==> src/rtl/bsg_manycore_ruche_x_edge_adapter_pkg.sv <==
// Shared types and width/offset helpers for the ruche-X lane-0 edge adapter.
// Packet layout (LSB first): fwd = {dest_x, dest_y, src_x, src_y, ctrl+payload}; rev = {dest_x, dest_y, ctrl+payload}.
package bsg_manycore_ruche_x_edge_adapter_pkg;

   typedef enum logic [1:0] {
      BUF_EMPTY = 2'd0,
      BUF_ONE   = 2'd1,
      BUF_FULL  = 2'd2
   } buf_state_e;

   // op_v2(4) + reg_id(5) for fwd, pkt_type(2) + reg_id(5) for rev
   localparam int FWD_CTRL_WIDTH = 9;
   localparam int REV_CTRL_WIDTH = 7;

   function automatic int fwd_pkt_width(input int a, input int d, input int x, input int y);
      return a + d + FWD_CTRL_WIDTH + 2*x + 2*y;
   endfunction

   function automatic int rev_pkt_width(input int d, input int x, input int y);
      return d + REV_CTRL_WIDTH + x + y;
   endfunction

   function automatic int fwd_src_y_lsb(input int x, input int y);
      return 2*x + y;
   endfunction

   function automatic int rev_dest_y_lsb(input int x);
      return x;
   endfunction

   // link = {v, data, ready_and_rev}; link_sif = {fwd_link, rev_link}
   function automatic int link_sif_width(input int a, input int d, input int x, input int y);
      return fwd_pkt_width(a, d, x, y) + 2 + rev_pkt_width(d, x, y) + 2;
   endfunction

   function automatic int ruche_x_link_sif_width(input int a, input int d, input int x, input int y);
      return (fwd_pkt_width(a, d, x, y) - y) + 2 + (rev_pkt_width(d, x, y) - y) + 2;
   endfunction

endpackage

==> src/rtl/bsg_manycore_ruche_x_edge_adapter_chan_buf.sv <==
// bsg_manycore_ruche_x_chan_buf: 2-entry elastic buffer, valid/ready on both sides.
// Upstream ready depends only on occupancy (and is held low while in reset).
module bsg_manycore_ruche_x_chan_buf
   import bsg_manycore_ruche_x_edge_adapter_pkg::*;
#(
   parameter int width_p = 1
) (
   input  logic               clk_i,
   input  logic               reset_i,
   input  logic               v_i,
   input  logic [width_p-1:0] data_i,
   output logic               ready_o,
   output logic               v_o,
   output logic [width_p-1:0] data_o,
   input  logic               ready_i
);

   buf_state_e         state_q, state_d;
   logic               wptr_q, wptr_d;
   logic               rptr_q, rptr_d;
   logic [width_p-1:0] mem_q [2];
   logic               enq_s, deq_s;

   assign ready_o = (state_q != BUF_FULL) & ~reset_i;
   assign v_o     = (state_q != BUF_EMPTY);
   assign data_o  = mem_q[rptr_q];
   assign enq_s   = v_i & ready_o;
   assign deq_s   = v_o & ready_i;

   always_comb begin
      state_d = state_q;
      wptr_d  = wptr_q ^ enq_s;
      rptr_d  = rptr_q ^ deq_s;
      case (state_q)
         BUF_EMPTY: begin
            if (enq_s) state_d = BUF_ONE;
            else       state_d = BUF_EMPTY;
         end
         BUF_ONE: begin
            if (enq_s && !deq_s)      state_d = BUF_FULL;
            else if (!enq_s && deq_s) state_d = BUF_EMPTY;
            else                      state_d = BUF_ONE;
         end
         BUF_FULL: begin
            if (deq_s) state_d = BUF_ONE;
            else       state_d = BUF_FULL;
         end
         default: state_d = BUF_EMPTY;
      endcase
   end

   always_ff @(posedge clk_i or posedge reset_i) begin
      if (reset_i) begin
         state_q <= BUF_EMPTY;
         wptr_q  <= 1'b0;
         rptr_q  <= 1'b0;
      end else begin
         state_q <= state_d;
         wptr_q  <= wptr_d;
         rptr_q  <= rptr_d;
      end
   end

   // storage needs no reset: contents are only visible while v_o is high
   always_ff @(posedge clk_i) begin
      if (enq_s) mem_q[wptr_q] <= data_i;
   end

endmodule

==> src/rtl/bsg_manycore_ruche_x_edge_adapter.sv <==
// Ruche-X lane-0 edge adapter: expands inbound compressed packets with my_y_i, strips y on outbound.
// Optional y-field checking is enabled by defining BSG_MANYCORE_RUCHE_X_Y_CHECK_EN.
module bsg_manycore_ruche_x_edge_adapter
   import bsg_manycore_ruche_x_edge_adapter_pkg::*;
#(
   parameter  int addr_width_p   = 28,
   parameter  int data_width_p   = 32,
   parameter  int x_cord_width_p = 6,
   parameter  int y_cord_width_p = 5,
   localparam int link_sif_width_lp =
      link_sif_width(addr_width_p, data_width_p, x_cord_width_p, y_cord_width_p),
   localparam int ruche_x_link_sif_width_lp =
      ruche_x_link_sif_width(addr_width_p, data_width_p, x_cord_width_p, y_cord_width_p)
) (
   input  logic                                 clk_i,
   input  logic                                 reset_i,
   input  logic [ruche_x_link_sif_width_lp-1:0] ruche_link_i,
   output logic [ruche_x_link_sif_width_lp-1:0] ruche_link_o,
   input  logic [link_sif_width_lp-1:0]         link_i,
   output logic [link_sif_width_lp-1:0]         link_o,
   input  logic [y_cord_width_p-1:0]            my_y_i,
   output logic                                 y_err_o
);

   localparam int YW  = y_cord_width_p;
   localparam int FW  = fwd_pkt_width(addr_width_p, data_width_p, x_cord_width_p, y_cord_width_p);
   localparam int RW  = rev_pkt_width(data_width_p, x_cord_width_p, y_cord_width_p);
   localparam int CFW = FW - YW;
   localparam int CRW = RW - YW;
   localparam int FY  = fwd_src_y_lsb(x_cord_width_p, y_cord_width_p);
   localparam int RY  = rev_dest_y_lsb(x_cord_width_p);
   localparam int RL  = RW + 2;
   localparam int CRL = CRW + 2;

   logic [CFW-1:0] ruche_fwd_s, f_out_wdata_s, f_out_data_s;
   logic [CRW-1:0] ruche_rev_s, r_out_wdata_s, r_out_data_s;
   logic [FW-1:0]  mesh_fwd_s, f_in_wdata_s, f_in_data_s;
   logic [RW-1:0]  mesh_rev_s, r_in_wdata_s, r_in_data_s;
   logic f_in_v_s, f_in_ready_s, f_out_v_s, f_out_ready_s;
   logic r_in_v_s, r_in_ready_s, r_out_v_s, r_out_ready_s;

   assign ruche_fwd_s = ruche_link_i[CRL+CFW:CRL+1];
   assign ruche_rev_s = ruche_link_i[CRW:1];
   assign mesh_fwd_s  = link_i[RL+FW:RL+1];
   assign mesh_rev_s  = link_i[RW:1];

   assign f_in_wdata_s  = {ruche_fwd_s[CFW-1:FY], my_y_i, ruche_fwd_s[FY-1:0]};
   assign f_out_wdata_s = {mesh_fwd_s[FW-1:FY+YW], mesh_fwd_s[FY-1:0]};
   assign r_in_wdata_s  = {ruche_rev_s[CRW-1:RY], my_y_i, ruche_rev_s[RY-1:0]};
   assign r_out_wdata_s = {mesh_rev_s[RW-1:RY+YW], mesh_rev_s[RY-1:0]};

   bsg_manycore_ruche_x_chan_buf #(.width_p(FW)) f_in_buf (
      .clk_i(clk_i), .reset_i(reset_i),
      .v_i(ruche_link_i[CRL+CFW+1]), .data_i(f_in_wdata_s), .ready_o(f_in_ready_s),
      .v_o(f_in_v_s), .data_o(f_in_data_s), .ready_i(link_i[RL])
   );

   bsg_manycore_ruche_x_chan_buf #(.width_p(CFW)) f_out_buf (
      .clk_i(clk_i), .reset_i(reset_i),
      .v_i(link_i[RL+FW+1]), .data_i(f_out_wdata_s), .ready_o(f_out_ready_s),
      .v_o(f_out_v_s), .data_o(f_out_data_s), .ready_i(ruche_link_i[CRL])
   );

   bsg_manycore_ruche_x_chan_buf #(.width_p(RW)) r_in_buf (
      .clk_i(clk_i), .reset_i(reset_i),
      .v_i(ruche_link_i[CRW+1]), .data_i(r_in_wdata_s), .ready_o(r_in_ready_s),
      .v_o(r_in_v_s), .data_o(r_in_data_s), .ready_i(link_i[0])
   );

   bsg_manycore_ruche_x_chan_buf #(.width_p(CRW)) r_out_buf (
      .clk_i(clk_i), .reset_i(reset_i),
      .v_i(link_i[RW+1]), .data_i(r_out_wdata_s), .ready_o(r_out_ready_s),
      .v_o(r_out_v_s), .data_o(r_out_data_s), .ready_i(ruche_link_i[0])
   );

   assign link_o       = {f_in_v_s, f_in_data_s, f_out_ready_s, r_in_v_s, r_in_data_s, r_out_ready_s};
   assign ruche_link_o = {f_out_v_s, f_out_data_s, f_in_ready_s, r_out_v_s, r_out_data_s, r_in_ready_s};

`ifdef BSG_MANYCORE_RUCHE_X_Y_CHECK_EN
   logic y_err_q, y_err_d;
   logic f_out_bad_s, r_out_bad_s;

   assign f_out_bad_s = link_i[RL+FW+1] & f_out_ready_s & (mesh_fwd_s[FY+:YW] != my_y_i);
   assign r_out_bad_s = link_i[RW+1] & r_out_ready_s & (mesh_rev_s[RY+:YW] != my_y_i);

   always_comb begin
      y_err_d = y_err_q | f_out_bad_s | r_out_bad_s;
   end

   always_ff @(posedge clk_i or posedge reset_i) begin
      if (reset_i) y_err_q <= 1'b0;
      else         y_err_q <= y_err_d;
   end

   assign y_err_o = y_err_q;

`ifndef SYNTHESIS
   always_ff @(posedge clk_i) begin
      if (f_out_bad_s) $error("F_OUT src_y=%0d my_y=%0d", mesh_fwd_s[FY+:YW], my_y_i);
      if (r_out_bad_s) $error("R_OUT dest_y=%0d my_y=%0d", mesh_rev_s[RY+:YW], my_y_i);
   end
`endif
`else
   // stripped y fields are intentionally dropped when checking is disabled
   logic unused_y_s;
   assign unused_y_s = ^{mesh_fwd_s[FY+:YW], mesh_rev_s[RY+:YW]};
   assign y_err_o    = 1'b0;
`endif

endmodule

==> config.mk <==
export PLATFORM = sky130hd
export DESIGN_NAME = bsg_manycore_ruche_x_edge_adapter
export DESIGN_NICKNAME = d
export VERILOG_FILES = /design/src/rtl/bsg_manycore_ruche_x_edge_adapter_pkg.sv /design/src/rtl/bsg_manycore_ruche_x_edge_adapter_chan_buf.sv /design/src/rtl/bsg_manycore_ruche_x_edge_adapter.sv
export SDC_FILE = /design/constraint.sdc
export NUM_CORES = 1
export LEC_CHECK = 0
export ABC_CLOCK_PERIOD_IN_PS = 4500
export CAP_MARGIN = 25
export CORE_MARGIN = 3
export CORE_UTILIZATION = 35
export CTS_BUF_LIST = sky130_fd_sc_hd__clkbuf_8
export DETAILED_ROUTE_END_ITERATION = 16
export GPL_TIMING_DRIVEN = 0
export SYNTH_ARGS = -nofsm -noshare
export SYNTH_HDL_FRONTEND = slang
export SYNTH_SLANG_ARGS = --single-unit
==> constraint.sdc <==
create_clock -name clk_i -period 4.5 [get_ports clk_i]
set_clock_uncertainty 0.05 [all_clocks]
set_input_delay 0.45 -clock clk_i [delete_from_list [all_inputs] [get_ports clk_i]]
set_output_delay 0.45 -clock clk_i [all_outputs]
set_load 0.005 [all_outputs]
## Word-level counts from Yosys, hierarchy flattened

Memory sizes are Yosys's and may differ from the RTL's.
Cells that the tools add are included.

| word-level totals | value |
|---|---|
| bits in registers | 16 |
| RAM bits | 544 |
| bits of input ports | 287 |
| output and inout bits | 281 |
| word-level logic and storage cells | 101 |
| memories kept | 4 |

| operators by class | value |
|---|---|
| eq/ne operators | 12 |
| muxes and demuxes | 28 |
| bitwise operators | 21 |
| reduce and logical (&&, ||, !) cells | 24 |

Memory list:

| name | words | bits a word | rd ports | clocked after memory_dff | wr ports | line | text |
|---|---|---|---|---|---|---|---|
| f_in_buf.mem_q | 2 | 91 | 1 | 0 | 1 | bsg_manycore_ruche_x_edge_adapter_chan_buf.sv:21 | `logic [width_p-1:0] mem_q [2];` |
| f_out_buf.mem_q | 2 | 86 | 1 | 0 | 1 | bsg_manycore_ruche_x_edge_adapter_chan_buf.sv:21 |  |
| r_in_buf.mem_q | 2 | 50 | 1 | 0 | 1 | bsg_manycore_ruche_x_edge_adapter_chan_buf.sv:21 |  |
| r_out_buf.mem_q | 2 | 45 | 1 | 0 | 1 | bsg_manycore_ruche_x_edge_adapter_chan_buf.sv:21 |  |

Operator list:

| operator | number |
|---|---|
| one-hot mux 2 bit (3 select lines) | 4 |
| two-way mux 1 bit | 16 |
| two-way mux 2 bit | 8 |
| bitwise AND 1 bit | 12 |
| == test 2 x 1 -> 1 bit (second input constant) | 4 |
| == test 2 bit (second input constant) | 4 |
| logical AND 1 bit | 8 |
| zero test 1 bit | 8 |
| zero test 2 bit | 4 |
| inequality test 2 bit (second input constant) | 4 |
| nonzero test 2 bit | 4 |
| bitwise XOR 1 bit | 8 |
| inverter 1 bit | 1 |

## Longest topological paths before layout

| depth | value |
|---|---|
| word-level depth | 8 |
| gate-level depth with buffers | 5 |
| gate-level depth less buffers | 5 |

## Modules after synthesis

From an unflattened synthesis, not the netlist that was laid out.

| unflattened totals | value |
|---|---|
| cells, all modules | 945 |
| area total of the unflattened synthesis | 20,798.7 µm² |

By module, submodules not included:

| module | times used | cells each | area each (µm²) | sequential area each (µm²) |
|---|---|---|---|---|
| bsg_manycore_ruche_x_chan_buf at f_in_buf | 1 | 305 | 6,825.3 | 5,565.3 |
| bsg_manycore_ruche_x_chan_buf at f_out_buf | 1 | 290 | 6,555.0 | 5,265.0 |
| bsg_manycore_ruche_x_chan_buf at r_in_buf | 1 | 178 | 3,856.2 | 3,103.0 |
| bsg_manycore_ruche_x_chan_buf at r_out_buf | 1 | 162 | 3,490.8 | 2,802.7 |
| bsg_manycore_ruche_x_edge_adapter | 1 | 10 | 71.3 | 0.0 |

## Worst setup path before layout

Ideal clock, no wire load.

| timing | value |
|---|---|
| kind | input-to-reg |
| from | input port reset_i |
| to | memory f_in_buf.mem_q[1][0] (netlist bit) (enable) |
| library setup time | 0.460 ns |
| arrival | 3.343 ns |
| data required time | 3.990 ns |
| setup slack | 0.647 ns |
| stages on the path | 3 |
| path buffers | 0 |
| cell sequence | inv_1 and3_1 ha_1 |

| on the way | value |
|---|---|
| longest elaborated chain between the ends | 5 |

Ends and longest elaborated chain:

| element | line | text |
|---|---|---|
| from (decl) | bsg_manycore_ruche_x_edge_adapter.sv:16 | `input logic reset_i,` |
| inverter 1 bit | bsg_manycore_ruche_x_edge_adapter_chan_buf.sv:24 | `assign ready_o = (state_q != BUF_FULL) & ~reset_i;` |
| bitwise AND 1 bit | bsg_manycore_ruche_x_edge_adapter_chan_buf.sv:24 |  |
| bitwise AND 1 bit | bsg_manycore_ruche_x_edge_adapter_chan_buf.sv:27 | `assign enq_s = v_i & ready_o;` |
| two-way mux 1 bit | bsg_manycore_ruche_x_edge_adapter_chan_buf.sv:66 | `if (enq_s) mem_q[wptr_q] <= data_i;` |
| two-way mux 1 bit (not written as such) | bsg_manycore_ruche_x_edge_adapter_chan_buf.sv:66 |  |
| to (decl) | bsg_manycore_ruche_x_edge_adapter_chan_buf.sv:21 |  |

Every way passes these cells.

## Worst setup path after layout

| timing | value |
|---|---|
| from | input port reset_i |
| to | output port link_o[52] |

| on the way | value |
|---|---|
| longest elaborated chain between the ends | 2 |

Ends and longest elaborated chain:

| element | line | text |
|---|---|---|
| inverter 1 bit | bsg_manycore_ruche_x_edge_adapter_chan_buf.sv:24 |  |
| bitwise AND 1 bit | bsg_manycore_ruche_x_edge_adapter_chan_buf.sv:24 |  |
| to (decl) | bsg_manycore_ruche_x_edge_adapter.sv:20 | `output logic [link_sif_width_lp-1:0] link_o,` |

Every way passes these cells.

==> flow_metrics.env <==
export IMPL_ant_nets=0
export IMPL_cp_slowest_stage_delay_ns=0.69
export IMPL_syn_inst=942
export IMPL_cts_made_buffers=92
export IMPL_post_cts_setup_buffers=0
export IMPL_grt_max_degree=60
export IMPL_slew_headroom=0.4121
export IMPL_max_vdd_ir_drop_v=0.0003850
export IMPL_cp_startpoint="reset_i"
export IMPL_h_tree_depth=3
export IMPL_postCtsHoldBufs=0
export IMPL_mostFrequentLayoutCells="556 x clkdlybuf4s50_1, 544 x edfxtp_1, 242 x mux2_2"
export IMPL_grt_pass1_vias=11917
export IMPL_cts_resized=0
export IMPL_dr_wl_met3_um=3958
export IMPL_drv_cap=0
export IMPL_final_cell_area_sq_um=29260
export IMPL_tns_ns=0
export IMPL_ys_seq_elements=560
export IMPL_swShare=0.2637
export IMPL_power_density_nw_per_um2=542.9
export IMPL_crit_path_end_kind="output pin"
export IMPL_yosysSeqAreaShare=0.8073
export IMPL_fp_dieH_um=249.4
export IMPL_top_layer="met5"
export IMPL_tightest_slew_ns=0.8808
export IMPL_hp_class="input pin to flip-flop"
export IMPL_crit_top_cell="clkdlybuf4s50_1"
export IMPL_final_util=0.5033
export IMPL_drt_wl_total_um=49990
export IMPL_hold_viol_final=0
export IMPL_syn_area_sq_um=20730
export IMPL_met1Wirelength_um=18440
export IMPL_antenna_found_initial=15
export IMPL_min_period_ns=3.032
export IMPL_cts_tree="yes"
export IMPL_grt_pass1_wl_um=73690
export IMPL_leakagePower_nw=10.08
export IMPL_timing_rr_start="f_out_buf.state_q[0]$_DFF_PP0_"
export IMPL_p_int_w=0.01169
export IMPL_synth_avg_cell_area_sq_um=22.01
export IMPL_cp_slowest_cell="inv_1"
export IMPL_cts_clk_slew_worst_paths_ns=0.06
export IMPL_sequentialPowerShare=0.416
export IMPL_ys_types=21
export IMPL_p_total_w=0.01588
export IMPL_final_common_cell="clkdlybuf4s50_1"
export IMPL_rsz0062_at_grt="false"
export IMPL_place_gp_congestion=0.7764
export IMPL_final_period_utilization=0.6737
export IMPL_post_drt_via_cell_ratio=4.528
export IMPL_synth_area_leader_cell="edfxtp_1"
export IMPL_netSwitchingPower_w=0.004189
export IMPL_coreArea_sq_um=58140
export IMPL_drv_slew=0
export IMPL_critPathBufInv=4
export IMPL_cts_sinks=560
export IMPL_fmax_mhz=329.9
export IMPL_die_area_sq_um=62190
export IMPL_rows=88
export IMPL_layout_setup_ws_ns=1.468
export IMPL_initialDrtViolationCount=433
export IMPL_power_share_combinational=0.322
export IMPL_drive_above_1_share=0.2690
export IMPL_synth_top_area_share=0.7880
export IMPL_setup_violations=0
export IMPL_dr_wl_met2_um=25880
export IMPL_num_io_pins=568
export IMPL_place_area_sq_um=27500
export IMPL_grt_ovfl_total=0
export IMPL_arrival_ns=2.53
export IMPL_place_port_buffers=556
export IMPL_first_pass_iters=4
export IMPL_reg2reg_to="f_out_buf.mem_q[1][57]$_DFFE_PP_"
export IMPL_reg2reg_depth=4
export IMPL_grt_usage=0.1569
export IMPL_preCtsSetupSlack_ns=0.9377
export IMPL_synthTopCellsByArea="edfxtp_1 79%, mux2_2 13%, mux2_4 2.2%, dfrtp_1 1.9%, ha_1 0.72%"
export IMPL_rrSetupSlack_ns=2.25
export IMPL_crit_type="input pin to output pin"
export IMPL_required_ns=4.00
export IMPL_clock_latency_ns=0.65
export IMPL_syn_num_nets=1241
export IMPL_layout_nets=1899
export IMPL_crit_path_cell_trace="clkdlybuf4s50_1 -> inv_1 -> and2_1 -> buf_4 -> clkdlybuf4s50_1"
export IMPL_die_w_um=249.4
export IMPL_cts_root_buffer="clkbuf_8"
export IMPL_setup_worst_path_start_class="input pin"
export IMPL_syn_to_final_growth_pct=41.13
export IMPL_start_util=0.3566
export IMPL_path_max_fanout=24
export IMPL_dp_hpwl_um=35390
export IMPL_crit_end="link_o[52]"
export IMPL_yosys_warnings=0
export IMPL_status="completed"
export IMPL_clock_power_share=0.263
export IMPL_route_detailed_drc=0
export IMPL_path_depth=5
export IMPL_critPathTopFamily="buffers and inverters"
export IMPL_clockBufferDepth=3
export IMPL_wire_per_inst_um=20.45
export IMPL_vias=11067
[cell usage after synthesis (all sizes together)]
cell      n
or2       4
nand2b    4
and3      4
or4b      4
dfrtp    16
nand3b    8
ha       12
nand2     4
edfxtp  544
xnor2     4
mux2    272
buf      40
inv       9
o21ai     4
nand3     4
o22ai     4
and2      4
conb      1
[stage by stage]
step / cells / hold slack, ns
floorplan: 942 / 0.3549
global placement: 2263 / 0.4915
detailed placement: 2271 / 0.5057
CTS: 2434 / 0.2149
global route: 2443 / 0.2421
finish: 2444 / 0.3082
[kinds of logic (layout without fill, tap and decap cells)]
logic type | after synthesis | in the layout | share of synthesized area
DFF | 560 | 560 | 0.8073
muxes | 272 | 272 | 0.1532
buffers and inverters | 49 | 776 | 0.01690
and+or+nand+nor | 36 | 36 | 0.01135
adders and majority gates | 12 | 12 | 0.007242
AOI/OAI and AO/OA | 8 | 8 | 0.002173
xor gates and xnor gates | 4 | 4 | 0.001690
other | 1 | 11 | 0.0001809
[flip-flops by register name (all words and copies together) (netlist names)]
| name | flops |
|---|---|
| r_out_buf.mem_q | 90 |
| r_in_buf.state_q | 2 |
| r_out_buf.state_q | 2 |
| r_out_buf.wptr_q | 1 |
| r_out_buf.rptr_q | 1 |
| f_in_buf.mem_q | 182 |
| f_out_buf.rptr_q | 1 |
| f_in_buf.rptr_q | 1 |
| r_in_buf.rptr_q | 1 |
| f_out_buf.wptr_q | 1 |
| f_out_buf.state_q | 2 |
| f_out_buf.mem_q | 172 |
| r_in_buf.wptr_q | 1 |
| f_in_buf.wptr_q | 1 |
| r_in_buf.mem_q | 100 |
| f_in_buf.state_q | 2 |
[worst min-delay path by stage]
stage | endpoint | start | cells past startpoint
after CTS | f_in_buf.mem_q[0][30]$_DFFE_PP_ | ruche_link_i[73] | 1
after detailed placement | f_out_buf.state_q[1]$_DFF_PP0_ | f_out_buf.state_q[1]$_DFF_PP0_ | 1
after floorplan | f_in_buf.rptr_q$_DFF_PP0_ | reset_i | 1
final | r_out_buf.mem_q[0][28]$_DFFE_PP_ | link_i[34] | 1
after global placement | f_in_buf.state_q[1]$_DFF_PP0_ | f_in_buf.state_q[1]$_DFF_PP0_ | 1
after global routing | f_out_buf.mem_q[0][35]$_DFFE_PP_ | link_i[93] | 1
[cell type report]
| type | count | area (sq um) |
|---|---|---|
| Multi-Input combinational cell | 333 | 3705 |
| Sequential cell | 560 | 16740 |
| Tap cell | 765 | 957.2 |
| Clock buffer | 94 | 1294 |
| Inverter | 9 | 33.78 |
| Timing Repair Buffer | 564 | 5756 |
| Antenna cell | 10 | 25.02 |
| Fill cell | 4886 | 28880 |
| Buffer | 40 | 316.6 |
| Clock inverter | 69 | 435.4 |
[worst register-to-register path, delay by kind of cell, from the launching register on]
family	cells	cell delay [ns]
fa+ha+maj	1	0.56
flops	1	0.42
buf+inv	1	0.33
simple gates	2	0.47
[metal layers]
metal  GRT usage  vias to the layer above
li1            -                     5066
met5           0                        -
met4     0.07212                        6
met1      0.1722                     5500
met2      0.2729                      391
met3     0.05544                      104
[power by group through the flow]
stage	clock, W	sequential [W]	combinational [W]
3_3_place_gp	0	0.00676	0.00512
6_report	0.00417	0.00660	0.00511
2_1_floorplan	0	0.00670	0.00235
3_5_place_dp	0	0.00671	0.00520
5_1_grt	0.00460	0.00666	0.00546
4_1_cts	0.00435	0.00661	0.00524
(Power assumes the default switching activity.)
